### src/rtl/pickup_fifo.sv
// Frame-tagging FWFT circular FIFO behind the LVDS pickup receiver.
// Latency: a word accepted on one edge is visible at the output after that edge.
// Backpressure: out_ready stalls reads; writes while full are dropped and counted.
module pickup_fifo #(
   parameter int MAXBIT    = 12,
   parameter int ADDR_W    = 4,
   parameter int FRAME_LEN = 8
) (
   input  logic              clk,
   input  logic              reset,
   input  logic              enable,
   input  logic              in_valid,
   input  logic [MAXBIT:1]   in_data,
   input  logic              out_ready,
   output logic              out_valid,
   output logic [MAXBIT:1]   out_data,
   output logic              out_last,
   output logic [ADDR_W:0]   level,
   output logic              overflow,
   output logic [7:0]        drop_cnt
);

   localparam int DEPTH = 2 ** ADDR_W;
   localparam int FW    = (FRAME_LEN > 1) ? $clog2(FRAME_LEN) : 1;
   localparam logic [FW-1:0]   FCNT_LAST = FW'(FRAME_LEN - 1);
   localparam logic [ADDR_W:0] LVL_FULL  = (ADDR_W + 1)'(DEPTH);

   typedef struct packed {
      logic              last;
      logic [MAXBIT-1:0] dat;
   } entry_t;

   entry_t          mem [DEPTH];
   entry_t          rd_ent;
   logic [ADDR_W:0] wr_ptr;
   logic [ADDR_W:0] rd_ptr;
   logic [FW-1:0]   fcnt;
   logic            empty;
   logic            full;
   logic            rd_fire;
   logic            in_fire;
   logic            wr_acc;
   logic            drop;
   logic            frame_end;

   assign level     = wr_ptr - rd_ptr;
   assign empty     = (wr_ptr == rd_ptr);
   assign full      = (level == LVL_FULL);
   assign out_valid = !empty;
   assign rd_fire   = out_valid & out_ready;
   assign in_fire   = enable & in_valid;
   // A full FIFO still takes the word when the same cycle frees a slot.
   assign wr_acc    = in_fire & (!full | rd_fire);
   assign drop      = in_fire & full & !rd_fire;
   assign frame_end = (fcnt == FCNT_LAST);

   assign rd_ent    = mem[rd_ptr[ADDR_W-1:0]];
   assign out_data  = rd_ent.dat;
   assign out_last  = out_valid & rd_ent.last;

   always_ff @(posedge clk) begin
      if (wr_acc) begin
         mem[wr_ptr[ADDR_W-1:0]] <= '{last: frame_end, dat: in_data};
      end
   end

   always_ff @(posedge clk or posedge reset) begin
      if (reset) begin
         wr_ptr <= '0;
         rd_ptr <= '0;
      end else begin
         if (wr_acc) wr_ptr <= wr_ptr + 1'b1;
         if (rd_fire) rd_ptr <= rd_ptr + 1'b1;
      end
   end

   // Frame position follows the sensor, so dropped words still advance it.
   always_ff @(posedge clk or posedge reset) begin
      if (reset) begin
         fcnt     <= '0;
         overflow <= 1'b0;
         drop_cnt <= '0;
      end else if (!enable) begin
         fcnt     <= '0;
         overflow <= 1'b0;
         drop_cnt <= '0;
      end else begin
         if (in_fire) fcnt <= frame_end ? '0 : fcnt + 1'b1;
         if (drop) begin
            overflow <= 1'b1;
            if (drop_cnt != 8'hFF) drop_cnt <= drop_cnt + 8'd1;
         end
      end
   end

endmodule

### config.mk
export PLATFORM = sky130hd
export DESIGN_NAME = pickup_fifo
export DESIGN_NICKNAME = d
export VERILOG_FILES = /design/src/rtl/pickup_fifo.sv
export SDC_FILE = /design/constraint.sdc
export NUM_CORES = 1
export LEC_CHECK = 0
export CELL_PAD_IN_SITES_DETAIL_PLACEMENT = 0
export CELL_PAD_IN_SITES_GLOBAL_PLACEMENT = 1
export CORE_MARGIN = 5
export CORE_UTILIZATION = 57
export CTS_CLUSTER_SIZE = 25
export DETAILED_ROUTE_END_ITERATION = 8
export GPL_TIMING_DRIVEN = 1
export HOLD_SLACK_MARGIN = 0.08
export PLACE_DENSITY = 0.89
export SKIP_LAST_GASP = 1
export SLEW_MARGIN = 20
export SYNTH_ARGS = -nofsm -noshare
export SYNTH_HDL_FRONTEND = slang
export SYNTH_SLANG_ARGS = --single-unit
### constraint.sdc
create_clock -name clk -period 8.8 [get_ports clk]
set_clock_uncertainty 0.2 [all_clocks]
set_input_delay 2.2 -clock clk [delete_from_list [all_inputs] [get_ports clk]]
set_output_delay 2.2 -clock clk [all_outputs]
set_load 0.005 [all_outputs]
== After elaboration in Yosys (flattened, before gate mapping) ==
Memory sizes are Yosys's and may differ from the RTL's.
Cells that the tools add are included.

* Bits in registers: 22
* RAM bits: 208
* Input port bits: 17
* Output and inout port bits: 28
* Memories: 1

* Add/subtract/negate cells: 5
* Eq/ne operators: 7
* Muxes and demuxes: 10
* Bitwise gates (word level): 7
* Reduce and logical (&&, ||, !) cells: 4

{| class="wikitable"
|+ Memories
! name !! depth !! width !! read ports !! clocked after memory_dff !! write ports !! RTL line !! text
|-
| mem || 16 || 13 || 1 || 0 || 1 || 33 || <nowiki>entry_t mem [DEPTH];</nowiki>
|}

{| class="wikitable"
|+ Operators by type and width
! kind !! number
|-
| two-way mux 8 bit || 3
|-
| adder 5 x 1 -> 5 bit (second input constant) || 2
|-
| two-way mux 3 bit || 3
|-
| adder 8 x 1 -> 8 bit (second input constant) || 1
|-
| != test 8 bit (second input constant) || 1
|-
| AND 1 bit || 6
|-
| != test 2 x 1 -> 1 bit (second input constant) || 3
|-
| equality test 5 bit || 1
|-
| equality test 5 bit (second input constant) || 1
|-
| subtractor 5 bit || 1
|-
| two-way mux 1 bit || 4
|-
| adder 3 x 1 -> 3 bit (second input constant) || 1
|-
| equality test 3 bit (second input constant) || 1
|-
| logical NOT 1 bit || 3
|-
| AND reduction 2 bit || 1
|-
| bitwise OR 1 bit || 1
|}

== Longest topological paths before layout ==
Gate-level depths: netlist of run 1.

* Word-level depth: 7
* Depth in mapped cells: 10
* Mapped depth without buffers: 10

== Worst setup path after synthesis of run 1 ==
Ideal clock, no wire load.

* Kind: in2reg
* Start point: input port in_valid
* End point: memory mem[4][0] (netlist bit) (enable)
* Arrival time: 4,411 ps
* Required time: 8,178 ps
* Slack: 3,768 ps
* Cell stages on the path: 5
* Path buffers: 2
* Path through: clkbuf_1 -> and2_1 -> clkbuf_1 -> nand2_1 -> nor4b_1

* Word-level cells in the longest chain between the ends: 4

{| class="wikitable"
|+ RTL lines
! item !! RTL line !! text
|-
| from (decl) || 12 || <nowiki>input logic in_valid,</nowiki>
|-
| AND 1 bit || 51 || <nowiki>assign in_fire = enable & in_valid;</nowiki>
|-
| AND 1 bit || 53 || <nowiki>assign wr_acc = in_fire & (!full | rd_fire);</nowiki>
|-
| two-way mux 1 bit || 62 || <nowiki>if (wr_acc) begin</nowiki>
|-
| two-way mux 1 bit (implied by the code) || 63 || <nowiki>mem[wr_ptr[ADDR_W-1:0]] <= '{last: frame_end, dat: in_data};</nowiki>
|-
| to (decl) || 33 ||
|}

No other way between the ends.

== Worst setup path in the final report of run 1 ==
* Start point: register rd_ptr[3]
* End point: output port level[4]

* Word-level cells in the longest chain between the ends: 1

{| class="wikitable"
|+ RTL lines
! item !! RTL line !! text
|-
| from (decl) || 36 || <nowiki>logic [ADDR_W:0] rd_ptr;</nowiki>
|-
| from (signal assigned) || 73 || <nowiki>if (rd_fire) rd_ptr <= rd_ptr + 1'b1;</nowiki>
|-
| subtractor 5 bit || 46 || <nowiki>assign level = wr_ptr - rd_ptr;</nowiki>
|-
| to (decl) || 18 || <nowiki>output logic [ADDR_W:0] level,</nowiki>
|}

No other way between the ends.

==> results of run 1 <==
-- cells by family after synthesis --
family / Yosys count / synth area share, %
DFF: 230 / 71.9
AOI/OAI and AO/OA: 23 / 1.96
adders and majority gates: 13 / 1.80
muxes: 74 / 16.4
buffers and inverters: 35 / 1.63
and+or+nand+nor: 73 / 5.13
xor gates and xnor gates: 11 / 1.18
-- stage by stage --
step | std cells | hold slack (ps) | worst slack, ps | instance area (sq um) | power (mW)
after floorplan | 459 | 274 | 3770 | 9460 | 2.12
after global placement | 719 | 287 | 3360 | 10300 | 2.52
after global routing | 759 | 335 | 2530 | 11000 | 3.62
final | 759 | 299 | 2800 | 11000 | 3.45
after CTS | 759 | 304 | 2710 | 11000 | 3.48
after detailed placement | 719 | 288 | 3270 | 10300 | 2.54
-- power groups by stage --
| stage | Combinational [mW] | Sequential, mW | Clock (mW) |
|---|---|---|---|
| global route | 1.25 | 1.37 | 0.998 |
| detailed placement | 1.16 | 1.38 | 0 |
| floorplan | 0.796 | 1.32 | 0 |
| global placement | 1.15 | 1.37 | 0 |
| finish | 1.16 | 1.36 | 0.929 |
| CTS | 1.18 | 1.36 | 0.947 |
-- per-layer routing --
layer	routed length, microns	vias to the layer above	GRT usage, %
met4	456	0	5.56
met2	9380	231	32.6
met1	7680	2393	28.3
met5	0	-	0
met3	1510	36	4.10
li1	-	2026	-
-- cell type report --
type	instances	area, sq um	share of cell area, %
clock inverter	10	110	0.998
tap	220	275	2.50
timing repair buffer	63	587	5.32
clock buffer	30	602	5.46
inverter	12	45.0	0.408
multi-input combinational	194	2610	23.7
sequential	230	6800	61.7
-- sequential cells by signal, indices dropped and copies added (netlist names) --
name,flops
rd_ptr,5
wr_ptr,5
fcnt,3
drop_cnt,8
overflow,1
mem,208
-- cells in the mapped netlist (3+ instances only) --
library cell and n:
a21oi_1 5, and2_1 3, buf_1 3, buf_2 6, clkbuf_1 12, dfrtp_1 22, edfxtp_1 208, ha_1 12
inv_1 10, mux2i_1 8, mux4_2 65, nand2_1 20, nand2b_1 5, nand4_1 9, nor2b_1 3, nor3_1 7
nor4_2 5, nor4b_1 6, xnor2_1 6, xor2_1 3
-- worst max-delay path: stages, from the launching register on --
cell,delay [ps]
dfrtp_1,390
clkinv_1,750
ha_1,720
a21oi_1,160
xnor2_2,500
inv_2,110
clkdlybuf4s50_1,470
-- how the worst max path moves through the flow --
stage,slack [ps],end,cells after the start,start
4_1_cts,2710,level[4],6,rd_ptr[3]$_DFFE_PP0P_
5_1_grt,2530,level[4],6,rd_ptr[3]$_DFFE_PP0P_
6_report,2800,level[4],6,rd_ptr[3]$_DFFE_PP0P_
3_3_place_gp,3360,level[4],6,rd_ptr[3]$_DFFE_PP0P_
3_5_place_dp,3270,level[4],6,rd_ptr[3]$_DFFE_PP0P_
2_1_floorplan,3770,mem[4][0]$_DFFE_PP_,5,in_valid
==> run metrics, run 1 <==
Post-DP HPWL=~11,000 microns; first-pass GRT wire length=between 20,000 and 30,000 microns; CTS hold repair buffers=0; Synth async-reset ratio=9.57%; kind of critical path=reg -> out; Clk Tree Root Cell=clkbuf_16; worst reg2reg setup slack=4340 ps; Congestion Overflow GR=0; sequential share of power=39.5%; CTS tree=built; nets@finish=554; pin count of the biggest net entering global routing=56; Routability Congestion=0.827; via count of the routed design=between 4,000 and 5,000; most frequent cells in the layout=208 x edfxtp_1, 65 x mux4_2, 44 x clkdlybuf4s50_1; HP Start=overflow$_DFFE_PP0P_; Antenna Cells=0; Cell variety after synth=50; clock power share=around 27%; share of cells above drive strength 1=27.6%; PostCTS Resize Cnt=0; initial core utilization=between 50% and 60%; worst-margin pin slew=approximately 980 ps; Hold Path Stages=1; syn nets=approximately 500; total of max-cap violations=0; CP Capture Type=output port; initial antenna violation count=0; clock slew at reported path FFs=about 60 ps; unrepaired setup endpoints after global routing=no; status=complete, no violations; Reg2Reg Depth=7; WP data required=between 6000 and 7000 ps; Post-CTS Setup Bufs=0; post-synth top area cell=edfxtp_1; clock sink total=230; Logic pwr share=33.6%; core region area=around 0.016 sq mm; CTS H-Tree Depth=1; P_sw=between 1 and 1.5 mW; via-per-instance ratio=about 6.2; Max VDD drop=0.359 mV; LEAKAGE=approximately 3.6 nW; sequential-to-total area share from yosys stat=71.9%; ys flop type=edfxtp_1; DRC viols=0; Synthesis Warnings=0; critical path launch point type=register; Final Cycle Share=a little under 70%; Avg Cell Area, Syn=roughly 21 sq um; RR Endpoint=mem[5][0]$_DFFE_PP_; vias in the first global route=4,977; Switching Fraction=between 20 and 30%; EDFF count, synth=208; top post-synthesis cells by area=edfxtp_1 66%, mux4_2 15%, dfrtp_1 5.8%; clk buf depth=3; FP Rows=47; # IOs=45; reg-to-reg critical path startpoint=rd_ptr[3]$_DFFE_PP0P_; All-Layer GR Usage=20.1%; DRT Pass-1 Iters=5; top cell type's share of synthesized area=66.0%; fmax=167 MHz; final wirelength=roughly 19,000 microns; DR iter-0 viols=510; die height=around 140 microns; Final Hold Viols=0; Routed WL per cell=around 25 microns; Finished Core Util=67.2%; port bufs=44; hold path endpoint=overflow$_DFFE_PP0P_; CP arrival=3600 ps; crit path max fanout=14; PD cells=~310 mW/mm^2; Synth Instances=around 460; TNS Setup=0 ps; relative slew slack=around a third; Final min period=6000 ps; Min-Delay Path Class=reg -> reg; P_int=~2.4 mW; Post-DRT Antenna Nets=0; area of the mapped netlist=between 0.009 and 0.01 sq mm; #FFs+latches synth=230; Die X=between 100 and 150 microns; most common cell after layout, fill and taps aside=edfxtp_1; endpoints failing setup=0; Fill cells=between 900 and 1,000; Area Growth Syn to Fin=16.6%; Skew-Pair Late Insertion Delay=around 510 ps; clock buffer count from CTS=23; Die Footprint=0.0193 sq mm; Slew Limit Fails=0
No activity file was read; power rests on OpenSTA's default activity.
==> run 2: changes to the inputs <==
--- a/config.mk
+++ b/config.mk
@@ -8,12 +8,12 @@
 export CELL_PAD_IN_SITES_DETAIL_PLACEMENT = 0
 export CELL_PAD_IN_SITES_GLOBAL_PLACEMENT = 1
 export CORE_MARGIN = 5
-export CORE_UTILIZATION = 57
+export CORE_UTILIZATION = 53
 export CTS_CLUSTER_SIZE = 25
 export DETAILED_ROUTE_END_ITERATION = 8
 export GPL_TIMING_DRIVEN = 1
 export HOLD_SLACK_MARGIN = 0.08
-export PLACE_DENSITY = 0.89
+export PLACE_DENSITY = 0.83
 export SKIP_LAST_GASP = 1
 export SLEW_MARGIN = 20
 export SYNTH_ARGS = -nofsm -noshare
==> constraint.sdc (replaced) <==
create_clock -name clk -period 6.15 [get_ports clk]
set_clock_uncertainty 0.2 [all_clocks]
set_input_delay 1.5375 -clock clk [delete_from_list [all_inputs] [get_ports clk]]
set_output_delay 1.5375 -clock clk [all_outputs]
set_load 0.005 [all_outputs]
==> run metrics, run 2 (same netlist as run 1, synthesis figures left out) <==
status=complete, no violations; CTS tree=built; hold slack=300 ps (+1.46 ps); worst-margin pin slew=1020 ps (+37.7 ps); All-Layer GR Usage=19.6% (-0.49 points); P_int=3.47 mW (+43%); clk buf depth=3 (unchanged); fmax=between 150 and 200 MHz; # IOs=45 (unchanged); most common cell after layout, fill and taps aside=edfxtp_1; clock sink total=230 (unchanged); CTS H-Tree Depth=1 (unchanged); Routability Congestion=0.761 (-8.0%); nets@finish=559 (+0.90%); Switching Fraction=29.2% (-0.47 points); Area Growth Syn to Fin=17.0%; initial core utilization=54.3% (-3.3 points); unrepaired setup endpoints after global routing=no; Post-DRT Antenna Nets=0 (unchanged); Die X=144 microns (+3.4%); Logic pwr share=32.1% (-1.5 points); DRC viols=0 (unchanged); final wirelength=19,100 microns (+0.30%); vias in the first global route=4,931 (-0.92%); LEAKAGE=3.62 nW (+0.38%); Final Hold Viols=0 (unchanged); relative slew slack=32.1% (-2.7 points); crit path max fanout=30 (+16); Min-Delay Path Class=reg -> reg; endpoints failing setup=0 (unchanged); register area=0.00680 sq mm (unchanged); clock power share=27.1% (+0.2 points); Congestion Overflow GR=0 (unchanged); via-per-instance ratio=6.05 (-2.1%); Max VDD drop=0.224 mV (-37%); Finished Core Util=63.5% (-3.7 points); clock slew at reported path FFs=60 ps (about the same); die height=144 microns (+3.4%); WP data required=4410 ps (-1990 ps); Skew-Pair Late Insertion Delay=500 ps (about the same); Die Footprint=0.0206 sq mm (+7.0%); initial antenna violation count=0 (unchanged); Slew Limit Fails=0 (unchanged); worst setup path startpoint=rd_ptr[1]$_DFFE_PP0P_; DRT Pass-1 Iters=5 (unchanged); Final min period=between 5000 and 6000 ps; CP Capture Type=output port; port bufs=44 (unchanged); Largest register FFs=208 (unchanged); first-pass GRT wire length=29,700 microns (+0.59%); kind of critical path=reg -> out; DR iter-0 viols=395 (-23%); Antenna Cells=0 (unchanged); TNS Setup=0 ps (unchanged); Post-CTS Setup Bufs=0 (unchanged); CTS hold repair buffers=0 (unchanged); pin count of the biggest net entering global routing=32 (-43%); Multi-input gate area=0.00260 sq mm (-0.34%); P_sw=1.43 mW (+40%); CP arrival=3420 ps (-180 ps); HP Start=overflow$_DFFE_PP0P_; sequential share of power=40.9% (+1.4 points); Fill cells=1,185 (+20%); Routed WL per cell=24.8 microns (-0.87%); core region area=0.0174 sq mm (+6.2%); share of cells above drive strength 1=27.8% (+0.16 points); critical path launch point type=register; via count of the routed design=4,644 (-0.90%); clock buffer count from CTS=24 (+4.3%); most frequent cells in the layout=208 x edfxtp_1, 65 x mux4_2, 44 x clkdlybuf4s50_1; reg-to-reg critical path startpoint=rd_ptr[1]$_DFFE_PP0P_; FP Rows=48 (+2.1%); PostCTS Resize Cnt=0 (unchanged); Clk Tree Root Cell=clkbuf_16; Final Cycle Share=approximately 84%; total of max-cap violations=0 (unchanged); PD cells=444 mW/mm^2 (+42%); Post-DP HPWL=11,400 microns (+3.9%)
-- run 2: through the flow --
stage / cell area [sq um] / power (mW) / setup WS, ps / instances
3_3_place_gp: 10300 / 3.61 / 1410 / 727
6_report: 11100 / 4.91 / 996 / 768
5_1_grt: 11100 / 5.17 / 737 / 768
3_5_place_dp: 10300 / 3.64 / 1290 / 728
4_1_cts: 11100 / 4.98 / 893 / 768
2_1_floorplan: 9460 / 3.03 / 1690 / 459
-- run 2: final timing paths --
check	to	slack (ps)	cells past startpoint
min in group asynchronous	drop_cnt[0]$_DFFE_PP0P_	1320	2
max	level[4]	1000	7
min	overflow$_DFFE_PP0P_	300	1
min reg2reg	overflow$_DFFE_PP0P_	300	1
max in group asynchronous	rd_ptr[0]$_DFFE_PP0P_	3780	2
max reg2reg	mem[4][4]$_DFFE_PP_	1740	8
-- run 2: per-layer routing --
layer	up-vias	track usage (%)	part of all wire, %
met5	-	0	0
met2	149	33.6	53
met4	0	3.82	1.4
met1	2441	27.0	40
li1	2031	-	-
met3	23	3.33	5.9
-- run 2: critical path, cell delays in order (launching register included) --
cell             delay (ps)
dfrtp_2                 830
inv_1                   230
fa_1                    490
a21o_1                  190
a21oi_1                 300
xnor2_2                 250
inv_2                   130
clkdlybuf4s50_1         500
-- run 2: cell type report --
cell class                 count  share of cell area (%)
clock buffer                  31                    5.86
inverter                      12                   0.407
timing repair buffer          67                    5.58
sequential                   230                    61.5
tap                          225                    2.54
multi-input combinational    194                    23.5
clock inverter                 9                   0.611
-- run 2: power by group through the flow --
stage	Combinational [mW]	Clock (mW)	Sequential, mW
finish	1.57	1.33	2.01
global route	1.70	1.44	2.03
detailed placement	1.60	0	2.04
global placement	1.57	0	2.04
floorplan	1.14	0	1.89
CTS	1.61	1.36	2.01
